==> config.mk <==
export PLATFORM = sky130hd
export DESIGN_NAME = amt_smt_restore
export DESIGN_NICKNAME = d
export VERILOG_FILES = /design/src/rtl/amt_smt_restore_pkg.sv /design/src/rtl/amt_smt_restore_bank.sv /design/src/rtl/amt_smt_restore.sv
export SDC_FILE = /design/constraint.sdc
export NUM_CORES = 1
export LEC_CHECK = 0
export ABC_AREA = 1
export BUFFER_PORTS_ARGS = -buffer_cell sky130_fd_sc_hd__buf_4
export CAP_MARGIN = 30
export CELL_PAD_IN_SITES_DETAIL_PLACEMENT = 0
export CELL_PAD_IN_SITES_GLOBAL_PLACEMENT = 1
export CORE_ASPECT_RATIO = 0.9
export CORE_MARGIN = 2
export CORE_UTILIZATION = 39
export DETAILED_ROUTE_END_ITERATION = 8
export PLACE_DENSITY_LB_ADDON = 0.1
export SYNTH_ARGS = -nofsm -noshare
export SYNTH_HDL_FRONTEND = slang
export SYNTH_SLANG_ARGS = --single-unit
==> constraint.sdc <==
create_clock -name clk_i -period 2.06 [get_ports clk_i]
set_clock_uncertainty 0.15 [all_clocks]
set_input_delay 0.309 -clock clk_i [delete_from_list [all_inputs] [get_ports clk_i]]
set_output_delay 0.309 -clock clk_i [all_outputs]
set_load 0.03 [all_outputs]
==> src/rtl/amt_smt_restore_pkg.sv <==
// Shared definitions for the multi-thread architectural map table (AMT) and
// its rollback-restore engine: default geometry, retire-write, table-entry and
// restore-beat types, the FSM state type, and the reset-tag helper.

`ifndef AMT_RESTORE_PER_CYCLE
`define AMT_RESTORE_PER_CYCLE 8
`endif

package amt_smt_restore_pkg;

  localparam int RT_NUM            = 2;
  localparam int ARCH_REG_NUM      = 32;
  localparam int TAG_IDX_WIDTH     = 6;
  localparam int THREAD_NUM        = 2;
  localparam int THREAD_IDX_WIDTH  = (THREAD_NUM > 1) ? $clog2(THREAD_NUM) : 1;
  localparam int ARCH_IDX_WIDTH    = $clog2(ARCH_REG_NUM);
  localparam int RESTORE_PER_CYCLE = `AMT_RESTORE_PER_CYCLE;

  typedef logic [TAG_IDX_WIDTH-1:0] AMT_ENTRY;
  typedef AMT_ENTRY                 AMT_OUTPUT;

  typedef struct packed {
    logic                      wr_en;
    logic [ARCH_IDX_WIDTH-1:0] arch_reg;
    logic [TAG_IDX_WIDTH-1:0]  phy_reg;
  } ROB_AMT;

  typedef struct packed {
    logic [THREAD_IDX_WIDTH-1:0]                        thread;
    logic [ARCH_IDX_WIDTH-1:0]                          base;
    logic                                               last;
    logic [RESTORE_PER_CYCLE-1:0][TAG_IDX_WIDTH-1:0]    tag;
  } AMT_RESTORE_BEAT;

  typedef enum logic {
    RST_IDLE   = 1'b0,
    RST_STREAM = 1'b1
  } restore_state_e;

  // Each thread owns a disjoint block of physical tags after reset; arch 0 is
  // the hard-wired zero register and always maps to tag 0.
  function automatic AMT_ENTRY reset_tag(input int thr_idx, input int arch_idx,
                                         input int arch_num);
    if (arch_idx == 0) return '0;
    return AMT_ENTRY'(arch_idx + thr_idx * (arch_num - 1));
  endfunction

endpackage

==> src/rtl/amt_smt_restore_bank.sv <==
// One hardware thread's committed arch->phys table.
// Ports:
//   clk_i, rst_n_i : clock, asynchronous active-low reset
//   wr_i           : C_RT_NUM retire writes for this thread
//   entry_o        : registered table contents, one tag per arch register

module amt_smt_restore_bank
  import amt_smt_restore_pkg::*;
#(
  parameter int C_RT_NUM       = RT_NUM,
  parameter int C_ARCH_REG_NUM = ARCH_REG_NUM,
  parameter int C_THREAD_ID    = 0
) (
  input  logic     clk_i,
  input  logic     rst_n_i,
  input  ROB_AMT   wr_i    [C_RT_NUM],
  output AMT_ENTRY entry_o [C_ARCH_REG_NUM]
);

  AMT_ENTRY entry_q [C_ARCH_REG_NUM];
  AMT_ENTRY entry_d [C_ARCH_REG_NUM];

  // Channels are applied in ascending order so the highest (youngest)
  // channel overwrites older ones hitting the same arch register.
  always_comb begin
    for (int i = 0; i < C_ARCH_REG_NUM; i++) begin
      entry_d[i] = entry_q[i];
    end
    for (int c = 0; c < C_RT_NUM; c++) begin
      if (wr_i[c].wr_en && (wr_i[c].arch_reg != '0)) begin
        entry_d[wr_i[c].arch_reg] = wr_i[c].phy_reg;
      end
    end
  end

  always_ff @(posedge clk_i or negedge rst_n_i) begin
    if (!rst_n_i) begin
      for (int i = 0; i < C_ARCH_REG_NUM; i++) begin
        entry_q[i] <= reset_tag(C_THREAD_ID, i, C_ARCH_REG_NUM);
      end
    end else begin
      for (int i = 0; i < C_ARCH_REG_NUM; i++) begin
        entry_q[i] <= entry_d[i];
      end
    end
  end

  assign entry_o = entry_q;

endmodule

==> src/rtl/amt_smt_restore.sv <==
// Multi-thread architectural map table with a sequenced rollback-restore
// engine. Retiring ROB entries update one committed table per thread; a
// rollback request streams that thread's table to the rename map table over a
// valid/ready channel, C_RESTORE_PER_CYCLE entries per beat.
// Ports:
//   clk_i, rst_n_i    : clock, asynchronous active-low reset
//   rob_amt_i         : per-thread, per-channel retire writes
//   rollback_i        : per-thread rollback request pulse
//   amt_o             : registered committed tables
//   thread_busy_o     : thread has a rollback pending or streaming
//   restore_valid_o   : restore beat valid
//   restore_ready_i   : map table accepts the beat
//   restore_thread_o  : thread being restored
//   restore_base_o    : arch index of tag[0] in this beat
//   restore_tag_o     : tags for arch regs base..base+N-1
//   restore_last_o    : final beat for this thread

module amt_smt_restore
  import amt_smt_restore_pkg::*;
#(
  parameter int C_RT_NUM            = RT_NUM,
  parameter int C_ARCH_REG_NUM      = ARCH_REG_NUM,
  parameter int C_TAG_IDX_WIDTH     = TAG_IDX_WIDTH,
  parameter int C_THREAD_NUM        = THREAD_NUM,
  parameter int C_THREAD_IDX_WIDTH  = THREAD_IDX_WIDTH,
  parameter int C_ARCH_IDX_WIDTH    = ARCH_IDX_WIDTH,
  parameter int C_RESTORE_PER_CYCLE = RESTORE_PER_CYCLE
) (
  input  logic                          clk_i,
  input  logic                          rst_n_i,
  input  ROB_AMT                        rob_amt_i [C_THREAD_NUM][C_RT_NUM],
  input  logic [C_THREAD_NUM-1:0]       rollback_i,
  output AMT_OUTPUT                     amt_o [C_THREAD_NUM][C_ARCH_REG_NUM],
  output logic [C_THREAD_NUM-1:0]       thread_busy_o,
  output logic                          restore_valid_o,
  input  logic                          restore_ready_i,
  output logic [C_THREAD_IDX_WIDTH-1:0] restore_thread_o,
  output logic [C_ARCH_IDX_WIDTH-1:0]   restore_base_o,
  output AMT_ENTRY                      restore_tag_o [C_RESTORE_PER_CYCLE],
  output logic                          restore_last_o
);

  localparam int BEATS  = C_ARCH_REG_NUM / C_RESTORE_PER_CYCLE;
  localparam int BEAT_W = (BEATS > 1) ? $clog2(BEATS) : 1;
  localparam logic [BEAT_W-1:0] LAST_BEAT = BEAT_W'(BEATS - 1);

  // The port types come from the package, so the width parameters must agree.
  if ((C_ARCH_REG_NUM % C_RESTORE_PER_CYCLE) != 0) begin : g_bad_beat_size
    $error("C_RESTORE_PER_CYCLE must divide C_ARCH_REG_NUM");
  end
  if ((C_TAG_IDX_WIDTH != TAG_IDX_WIDTH) || (C_ARCH_IDX_WIDTH != ARCH_IDX_WIDTH) ||
      (C_RESTORE_PER_CYCLE != RESTORE_PER_CYCLE) ||
      (C_THREAD_IDX_WIDTH != THREAD_IDX_WIDTH)) begin : g_bad_widths
    $error("width parameters disagree with amt_smt_restore_pkg");
  end

  restore_state_e                state_q, state_d;
  logic [C_THREAD_NUM-1:0]       pending_q, pending_d;
  logic [C_THREAD_IDX_WIDTH-1:0] thr_q, thr_d;
  logic [BEAT_W-1:0]             beat_q, beat_d;

  logic [C_THREAD_NUM-1:0]       req_all;
  logic [C_THREAD_NUM-1:0]       thr_mask;
  logic                          stream_vld;
  logic                          stream_last;
  logic                          fire;
  logic [C_ARCH_IDX_WIDTH-1:0]   base_idx;
  AMT_RESTORE_BEAT               beat;
  logic                          retire_hit;

  function automatic logic [C_THREAD_IDX_WIDTH-1:0] lowest_set(
    input logic [C_THREAD_NUM-1:0] vec);
    lowest_set = '0;
    for (int t = C_THREAD_NUM - 1; t >= 0; t--) begin
      if (vec[t]) lowest_set = C_THREAD_IDX_WIDTH'(t);
    end
  endfunction

  for (genvar t = 0; t < C_THREAD_NUM; t++) begin : g_bank
    amt_smt_restore_bank #(
      .C_RT_NUM       (C_RT_NUM),
      .C_ARCH_REG_NUM (C_ARCH_REG_NUM),
      .C_THREAD_ID    (t)
    ) u_bank (
      .clk_i   (clk_i),
      .rst_n_i (rst_n_i),
      .wr_i    (rob_amt_i[t]),
      .entry_o (amt_o[t])
    );
  end

  // Same-cycle requests are folded in so the FSM can leave IDLE immediately;
  // the table write from that cycle lands before the first beat is read.
  assign req_all     = pending_q | rollback_i;
  assign thr_mask    = C_THREAD_NUM'(1) << thr_q;
  assign stream_vld  = (state_q == RST_STREAM);
  assign stream_last = stream_vld && (beat_q == LAST_BEAT);
  assign fire        = stream_vld && restore_ready_i;
  assign base_idx    = C_ARCH_IDX_WIDTH'(int'(beat_q) * C_RESTORE_PER_CYCLE);

  always_comb begin
    state_d   = state_q;
    thr_d     = thr_q;
    beat_d    = beat_q;
    pending_d = req_all;
    case (state_q)
      RST_IDLE: begin
        if (|req_all) begin
          state_d = RST_STREAM;
          thr_d   = lowest_set(req_all);
          beat_d  = '0;
        end
      end
      RST_STREAM: begin
        if (fire) begin
          if (stream_last) begin
            // A request for the thread just finished is merged, not replayed.
            pending_d = req_all & ~thr_mask;
            beat_d    = '0;
            if (|pending_d) begin
              thr_d = lowest_set(pending_d);
            end else begin
              state_d = RST_IDLE;
            end
          end else begin
            beat_d = beat_q + 1'b1;
          end
        end
      end
      default: state_d = RST_IDLE;
    endcase
  end

  always_ff @(posedge clk_i or negedge rst_n_i) begin
    if (!rst_n_i) begin
      state_q   <= RST_IDLE;
      pending_q <= '0;
      thr_q     <= '0;
      beat_q    <= '0;
    end else begin
      state_q   <= state_d;
      pending_q <= pending_d;
      thr_q     <= thr_d;
      beat_q    <= beat_d;
    end
  end

  // Beat fields are zero when idle; tags are read live from the selected bank.
  always_comb begin
    beat = '0;
    if (stream_vld) begin
      beat.thread = thr_q;
      beat.base   = base_idx;
      beat.last   = stream_last;
      for (int j = 0; j < C_RESTORE_PER_CYCLE; j++) begin
        beat.tag[j] = amt_o[thr_q][C_ARCH_IDX_WIDTH'(int'(base_idx) + j)];
      end
    end
  end

  always_comb begin
    for (int j = 0; j < C_RESTORE_PER_CYCLE; j++) begin
      restore_tag_o[j] = beat.tag[j];
    end
  end

  assign thread_busy_o    = pending_q;
  assign restore_valid_o  = stream_vld;
  assign restore_thread_o = beat.thread;
  assign restore_base_o   = beat.base;
  assign restore_last_o   = beat.last;

  // Retiring into the thread being streamed would make already-sent beats stale.
  always_comb begin
    retire_hit = 1'b0;
    for (int c = 0; c < C_RT_NUM; c++) begin
      if (stream_vld && rob_amt_i[thr_q][c].wr_en && (rob_amt_i[thr_q][c].arch_reg != '0)) begin
        retire_hit = 1'b1;
      end
    end
  end

  a_no_retire_while_streaming: assert property (
    @(posedge clk_i) disable iff (!rst_n_i) !retire_hit);

endmodule

==> results of run 1 <==
==> registers in the layout (all words and copies together), names as in the netlist <==
| register | flops |
|---|---|
| thread_busy_o | 2 |
| restore_valid_o | 1 |
| thr_q | 1 |
| beat_q | 2 |
| g_bank.u_bank.entry_o | 384 |
==> synthesized netlist by cell type (2+ instances only) <==
| cell | count | area, µm² |
|---|---|---|
| nor3_2 | 8 | 80.08 |
| a21oi_1 | 109 | 545.5 |
| o22ai_1 | 21 | 131.4 |
| o21ai_1 | 7 | 35.03 |
| o211ai_1 | 7 | 52.55 |
| nor3_1 | 3 | 15.01 |
| nor2_1 | 259 | 972.2 |
| buf_2 | 20 | 100.1 |
| nand3_1 | 239 | 1196 |
| dfrtp_1 | 204 | 5105 |
| clkbuf_1 | 173 | 649.4 |
| nand4_1 | 7 | 43.79 |
| nand2_1 | 1566 | 5878 |
| clkinv_1 | 7 | 26.28 |
| inv_1 | 338 | 1269 |
| o21ai_0 | 502 | 2512 |
| buf_4 | 3 | 22.52 |
| dfstp_2 | 186 | 4887 |
| buf_1 | 10 | 37.54 |
| nor2_4 | 2 | 22.52 |
| nor2_2 | 12 | 75.07 |
| inv_2 | 8 | 30.03 |
==> report_power, final <==
part	total [mW]	switching [mW]	leakage (nW)	internal, mW
clock network	8.84	3.73	0.795	5.11
logic	28.1	17.8	12.0	10.4
registers	14.1	3.72	4.42	10.4
total	51.1	25.2	17.2	25.9
==> worst max path at each step <==
stage,start,depth (start not counted),end
after floorplan,restore_valid_o$_DFF_PN0_,7,restore_tag_o[11]
final,thr_q$_DFFE_PN0P_,10,restore_tag_o[30]
after global routing,thr_q$_DFFE_PN0P_,10,restore_tag_o[37]
after detailed placement,thr_q$_DFFE_PN0P_,7,restore_tag_o[4]
after global placement,thr_q$_DFFE_PN0P_,7,restore_tag_o[5]
after CTS,thr_q$_DFFE_PN0P_,10,restore_tag_o[20]
==> kinds of logic (layout without fill, tap and decap cells) <==
group | Yosys count | after routing | share of synthesized area
buffers and inverters | 560 | 1239 | 0.09013
AND/OR/NAND/NOR | 2097 | 2097 | 0.3493
other | 1 | 3 | 0.0001580
AO/OA/AOI/OAI | 649 | 649 | 0.1389
adder cells (fa/ha/maj) | 1 | 1 | 0.0005270
flip-flops | 390 | 390 | 0.4209
==> worst reg2reg max path, delay by kind of cell, from the launching register on <==
| kind | cells | cell delay, ps |
|---|---|---|
| buf+inv | 5 | 1140 |
| simple gates | 1 | 90 |
| flops | 1 | 490 |
| compound gates | 1 | 130 |
==> repair_timing <==
item | CTS | global route
setup endpoints to repair | 50 | 53
hold endpoints to repair | 342 | 0
cloned | 10 | 3
hold buffers | 27 | 0
buffers inserted | 10 | 1
gates resized for setup | 284 | 128
pin swaps | 64 | 33
==> through the flow <==
step                      total power [mW]  hold WS (ps)  area [µm²]  setup TNS (ps)
final                                51.10         21.38       33180          -31840
after global routing                 52.88         16.80       33180          -34220
after CTS                            49.38         7.282       32740          -30550
after detailed placement             37.49         88.12       29850           -3876
after global placement               37.48         87.43       29850           -3741
after floorplan                      25.26        -136.6       23760               0
==> final cells by class <==
cell class,instances,area share
Tap cell,783,0.02953
Multi-Input combinational cell,2750,0.3698
Clock buffer,70,0.04235
Clock inverter,20,0.005807
Timing Repair Buffer,796,0.2108
Sequential cell,390,0.3014
Inverter,353,0.04031
==> per-layer routing <==
| metal | global-route usage | up-vias | part of all wire | wire length [µm] |
|---|---|---|---|---|
| li1 | - | 12920 | - | - |
| met1 | 0.5743 | 13480 | 0.40 | 54240 |
| met2 | 0.6248 | 1924 | 0.42 | 57640 |
| met3 | 0.09556 | 415 | 0.11 | 15400 |
| met4 | 0.2462 | 4 | 0.071 | 9764 |
| met5 | 0 | - | 0.00019 | 26 |
==> flow_results.org, run 1 <==
** Finish
- Non-filler instance count after layout :: 5162
- Most frequent cells in the layout :: nand2_1, buf_4, o21ai_0
- The number of antenna diodes in the final layout is 0.
- From synthesis to final layout, the design area changed by 39.77%.
- Area of the multi-input gates :: 12270 µm²
- Footprint of the flip-flops and latches :: roughly 10000 µm²
- Of the cells placed in the final design, the portion with a size suffix greater than 1 is 0.2791.
- Fillcell total :: 6073
- The final layout contains 4393 nets.
- Measured on the finished design, the core utilization comes to 0.5532.
- Leaving out fill and tap cells, the most frequent cell in the layout is nand2_1.

** CTS
- Root buf cell :: clkbuf_16
- TritonCTS created 48 clock buffers.
- In this run the number of H-tree levels came out at 2.
- Clock-pin slew was measured on the worst setup and hold paths at approximately 60 ps.
- Clock tree synthesis found a total of between 300 and 400 sinks.
- The longest clock path from root to sink contains 3 buffers.
- TritonCTS built the clock tree.
- Clock latency on the worst-skew pair :: 620 ps

** Synth
- Flip-flop and latch count after synthesis :: 390
- Synthesis produced around 3700 cells.
- The synthesized netlist occupies a cell area of between 20000 and 25000 µm².
- Among all flip-flop cells after synthesis, the most frequent one is dfrtp_1.
- Number of enable flip-flop cells after synthesis :: 0
- The synthesized netlist contains 29 unique library cells.
- Portion of the post-synthesis area used by sequential elements :: 0.4209
- Number of warnings reported in the yosys synthesis log :: 0
- After synthesis, the share of flip-flops with an asynchronous set or reset is 1.000.
- Avg Synthesized Cell Area :: 6.419 µm²

** Global route
- The total overflow left after global routing is 0.
- GRT Util Overall :: 0.4248
- Entering global routing, the biggest net connects 69 pins.
- Initial antenna violation count :: 3
- The via count of the first global-routing pass is 26020.
- The first global-routing pass estimated 191300 µm of wire.

** STA
- FMAX :: between 300 and 400 MHz
- The number of max-slew violations in the final report is 0.
- Setup violations remaining at the end of the flow were counted as 52.
- Setup repair after global routing could not meet its margin everywhere.
- Fin worst setup slack :: -715.2 ps
- Post-layout min period :: 2775 ps
- Measured against its own limit, the worst slew margin works out to 0.4640.
- Post-route fraction of the period consumed by the critical path :: 1.347
- For the pin with the worst max-slew slack, the measured transition is 803.2 ps.
- Final hold vios :: 0

** Floorplan
- From left edge to right edge, the die measures 264.1 µm.
- The initial utilization of the core area, before any placement, comes to 0.3958.
- Chip height :: 238.1 µm
- Core box area :: 59980 µm²
- The floorplan step defined a die boundary enclosing roughly 63000 µm².
- 495 I/O pins were placed.
- In this run the core area contains 85 standard-cell rows.

** Critical path
- In this design, the critical path's most frequently occurring cell is buf_12.
- Worst Path Required :: 1600 ps
- Data arrives at the worst endpoint at 2320 ps.
- The signal on the critical path passes through buf_12, inv_12, buf_12, buf_16, buf_12, nor2_1, o21ai_1, nand2_1, nand2_2, buf_6.
- In this design, the largest share of critical-path delay is due to buffers and inverters.
- Among all stages on the critical path, the largest delay is contributed by dfrtp_4.
- Reg-to-Reg Start :: thr_q$_DFFE_PN0P_
- The worst setup path is launched from a register.
- Crit path kind :: reg2out
- Measured in cells, the most critical reg-to-reg path has a length of 7.
- Along the worst path, the maximum fanout reaches 8.
- Buffers & Inverters on Critical Path :: 6
- On the worst path, the slowest cell contributes a delay of 490 ps.
- Worst Setup End Kind :: output pin
- Slack of the worst reg-to-reg path :: -10 ps
- In this run the critical register-to-register path is captured at thread_busy_o[1]$_DFF_PN0_.

** Run status
- The flow ran to the end, but the final reports show violations.
- Failing checks :: negative setup slack

** Routing
- In the routed design, unresolved DRC markers number 0.
- Starting DRC count in detailed routing :: 3835
- After detailed routing, the total wire length is 137100 µm.
- The detail route stage leaves a number of antenna-violating nets equal to 0.
- The final route contains 28750 vias.
- In the final routed layout, each cell accounts on average for about 27 µm.
- Vias per inst :: 5.569
- First-pass DRT Iterations :: 6

** Power
- Max IR drop VDD :: 1.387 mV
- Leakage :: roughly 17 nW
- Power spread over the standard cell area amounts to 1540 nW/µm².

** Placed design
- In this run, placement finished with an instance count of 5022.
- Routability-driven placement finished with a final weighted congestion of 0.9984.
- The HPWL after detailed placement is 104700 µm.
- Before CTS, the worst setup slack after placement is -432.8 ps.
- Port bufs :: slightly below 500

** Hold path
- Min-Delay Path Class :: in2async

** Run
- Number of maximum-capacitance constraint violations :: 0
(Power assumes the default switching activity.)
==> run 2: changes to the inputs <==
--- a/config.mk
+++ b/config.mk
@@ -6,7 +6,7 @@
 export NUM_CORES = 1
 export LEC_CHECK = 0
 export ABC_AREA = 1
-export BUFFER_PORTS_ARGS = -buffer_cell sky130_fd_sc_hd__buf_4
+export BUFFER_PORTS_ARGS = -buffer_cell sky130_fd_sc_hd__buf_2
 export CAP_MARGIN = 30
 export CELL_PAD_IN_SITES_DETAIL_PLACEMENT = 0
 export CELL_PAD_IN_SITES_GLOBAL_PLACEMENT = 1
==> flow_results.org, run 2 (synthesis gave the netlist of run 1 again) <==
** Power
- Relative contribution of the clock network to total power :: 0.181
- Of the total power, combinational logic draws 0.535.
- P_sw :: 24.53 mW
- The share of total power dissipated in sequential elements is 0.284.
- Leakage :: 16.89 nW
- Internal power consumption :: between 20 and 25 mW
- Power Dens Cells :: 1550 nW/µm²
- Max IR drop VDD :: 1.627 mV
- Of the total power, the share spent switching nets is 0.4963.

** Routing
- Starting DRC count in detailed routing :: around 4400
- Dividing the detail-routed wire length by the instance count gives 26.12 µm.
- Using the TritonRoute via totals, the vias-per-cell ratio works out to 5.529.
- Post-Route WL :: 135100 µm
- The final route contains 28590 vias.
- Once detail routing completed, the nets flagged for antenna violations numbered 0.
- The first TritonRoute pass finished after 8 iterations.
- For this run, design rule violations remaining after detail routing come to 0.

** Hold path
- Min-Delay Startpoint :: rob_amt_i[14]
- The worst hold path was traced through 5 stages.
- Min-Delay Path Class :: in2reg
- For hold timing, the worst endpoint is g_bank[1].u_bank.entry_o[158]$_DFF_PN1_.

** STA
- RSZ-0062 raised after global routing :: true
- The number of max-slew violations in the final report came to 0.
- Final-report setup violation count :: 52
- Post-layout min period :: about 2800 ps
- Final hold analysis gives a worst-case slack of 16.82 ps.
- The hold violation count in the final report was 0.
- Post-route fraction of the period consumed by the critical path :: 1.344
- Worst slew pin tran :: 670.7 ps
- FMAX :: between 300 and 400 MHz
- Worst slew margin relative to its limit :: 0.5501
- Fin worst setup slack :: -709.1 ps

** Global route
- Entering global routing, the biggest net connects 63 pins.
- Vias in the first global route :: 25530
- Initial antenna violation count :: 2
- For this run, the total global-route usage over all layers was measured as 0.4169.
- First-pass GRT wire length :: 188200 µm
- Summed over all layers, the global routing overflow is 0.

** Placed design
- Port bufs :: 491
- Routability congestion estimate :: slightly above 1
- Timing analysis after detailed placement gives a worst setup slack of -326.9 ps.
- Detailed placer's ending HPWL :: 103700 µm

** Finish
- In the final layout, the share of cells above drive strength 1 is 0.2749.
- Leaving out fill and tap cells, the most frequent cell in the layout is nand2_1.
- The library cells used most frequently in the layout, excluding fill and tap cells, are nand2_1, buf_2, o21ai_0.
- The register with the most flip-flops in the layout has 384 of them.
- Compared with the post-synthesis result, the final layout area differs by 34.35%.
- After the last flow step, the layout net total stands at 4401.

** Critical path
- Worst setup startpoint :: thr_q$_DFFE_PN0P_
- Kind of launch point of the worst setup path :: register
- Crit path kind :: reg2out
- STA classifies the critical path endpoint as an output pin.
- Worst Path Required :: about 1600 ps
- Cell count of the worst reg-to-reg path :: 10
- Setup slack on the worst reg-to-reg path comes out at -30 ps.
- End of the worst register-to-register path :: thr_q$_DFFE_PN0P_
- In this run the worst path has a maximum fanout of 7.
- CP arrival :: 2310 ps
- Reg-to-Reg Start :: beat_q[0]$_DFFE_PN0P_

** Floorplan
- The die covers between 60000 and 70000 µm².
- Chip height :: ~240 µm
- The core region is roughly 60000 µm².
- 495 I/O pins were placed.
- Core Rows :: 85
- The initial utilization of the core area, before any placement, comes to 0.3958.
- Overall die width :: between 200 and 300 µm

** Run status
- The checks that failed: negative setup slack.
- The flow ran to the end, but the final reports show violations.

** CTS
- Number of sinks driven by the clock tree :: between 300 and 400
- Clock-pin transition on the worst setup and hold timing paths :: 60 ps
- CTS tree :: yes
- The H-tree was split into 2 levels.
- Number of buffers on the longest clock path :: 3
- Clock latency on the worst-skew pair :: 610 ps
- Clock tree synthesis inserted a total of 46 buffers.
- Root buf cell :: clkbuf_16

** Run
- Number of maximum-capacitance constraint violations :: 0
==> run 2: cell types whose count changed in the layout (fill, tap and decap cells not counted), moves of 13 or more <==
cell     delta
buf_6      +15
o21ai_2    -20
a21oi_1    -13
o21ai_0    -24
o21ai_1    +51
nor2_1     +13
buf_2     +441
buf_4     -427
==> run 2: final cells by class <==
cell class	count	area, µm²
Multi-Input combinational cell	2750	12090
Antenna cell	3	7.507
Fill cell	6172	28090
Inverter	353	1338
Clock inverter	7	160.2
Sequential cell	390	10000
Clock buffer	78	1445
Timing Repair Buffer	806	5876
Tap cell	783	979.7
==> run 2: power groups by stage <==
| stage | Sequential, mW | Clock, mW | Combinational [mW] |
|---|---|---|---|
| floorplan | 15.7 | 0 | 9.59 |
| global placement | 14.1 | 0 | 21.5 |
| detailed placement | 14.0 | 0 | 21.6 |
| CTS | 13.9 | 8.94 | 24.5 |
| global route | 13.9 | 9.30 | 27.9 |
| finish | 14.1 | 8.95 | 26.4 |
==> run 2: metrics by stage <==
step / area (µm²) / utilization / setup TNS [ps] / power [mW] / instances
global route: 31890 / 0.5316 / -32880 / 51.17 / 5167
detailed placement: 28700 / 0.4785 / -3755 / 35.60 / 5040
finish: 31890 / 0.5317 / -30970 / 49.44 / 5170
floorplan: 23760 / - / 0 / 25.26 / 3700
global placement: 28700 / 0.4785 / -2774 / 35.56 / 5040
CTS: 31320 / 0.5221 / -27970 / 47.32 / 5154
==> run 2: worst max-delay path: stages, from the launching register on <==
cell       delay (ps)
dfrtp_4           490
buf_12            160
buf_12            150
clkbuf_16         160
a21oi_2           120
o21ai_1            70
o21ai_1           130
nand2_2           140
nand2_2           130
buf_6             140
==> run 2: how the worst max path moves through the flow <==
stage | end | slack, ps
CTS | restore_tag_o[41] | -630
floorplan | restore_tag_o[11] | 30
global route | restore_tag_o[38] | -710
detailed placement | restore_tag_o[4] | -330
finish | restore_tag_o[6] | -710
global placement | restore_tag_o[4] | -310
==> run 2: repair_timing <==
item / in CTS / in global routing
cloned: 4 / 8
resized for setup: 299 / 167
setup buffers: 8 / 6
pin swaps: 31 / 70
hold buffers: 17 / 0
setup endpoints to repair: 52 / 52
hold endpoints to repair: 255 / 0
==> run 2: metal layers <==
metal / wire length (µm) / GRT usage
met2: 57220 / 0.6131
met5: 13 / 0
met4: 8460 / 0.2266
met3: 15000 / 0.08349
met1: 54370 / 0.5761
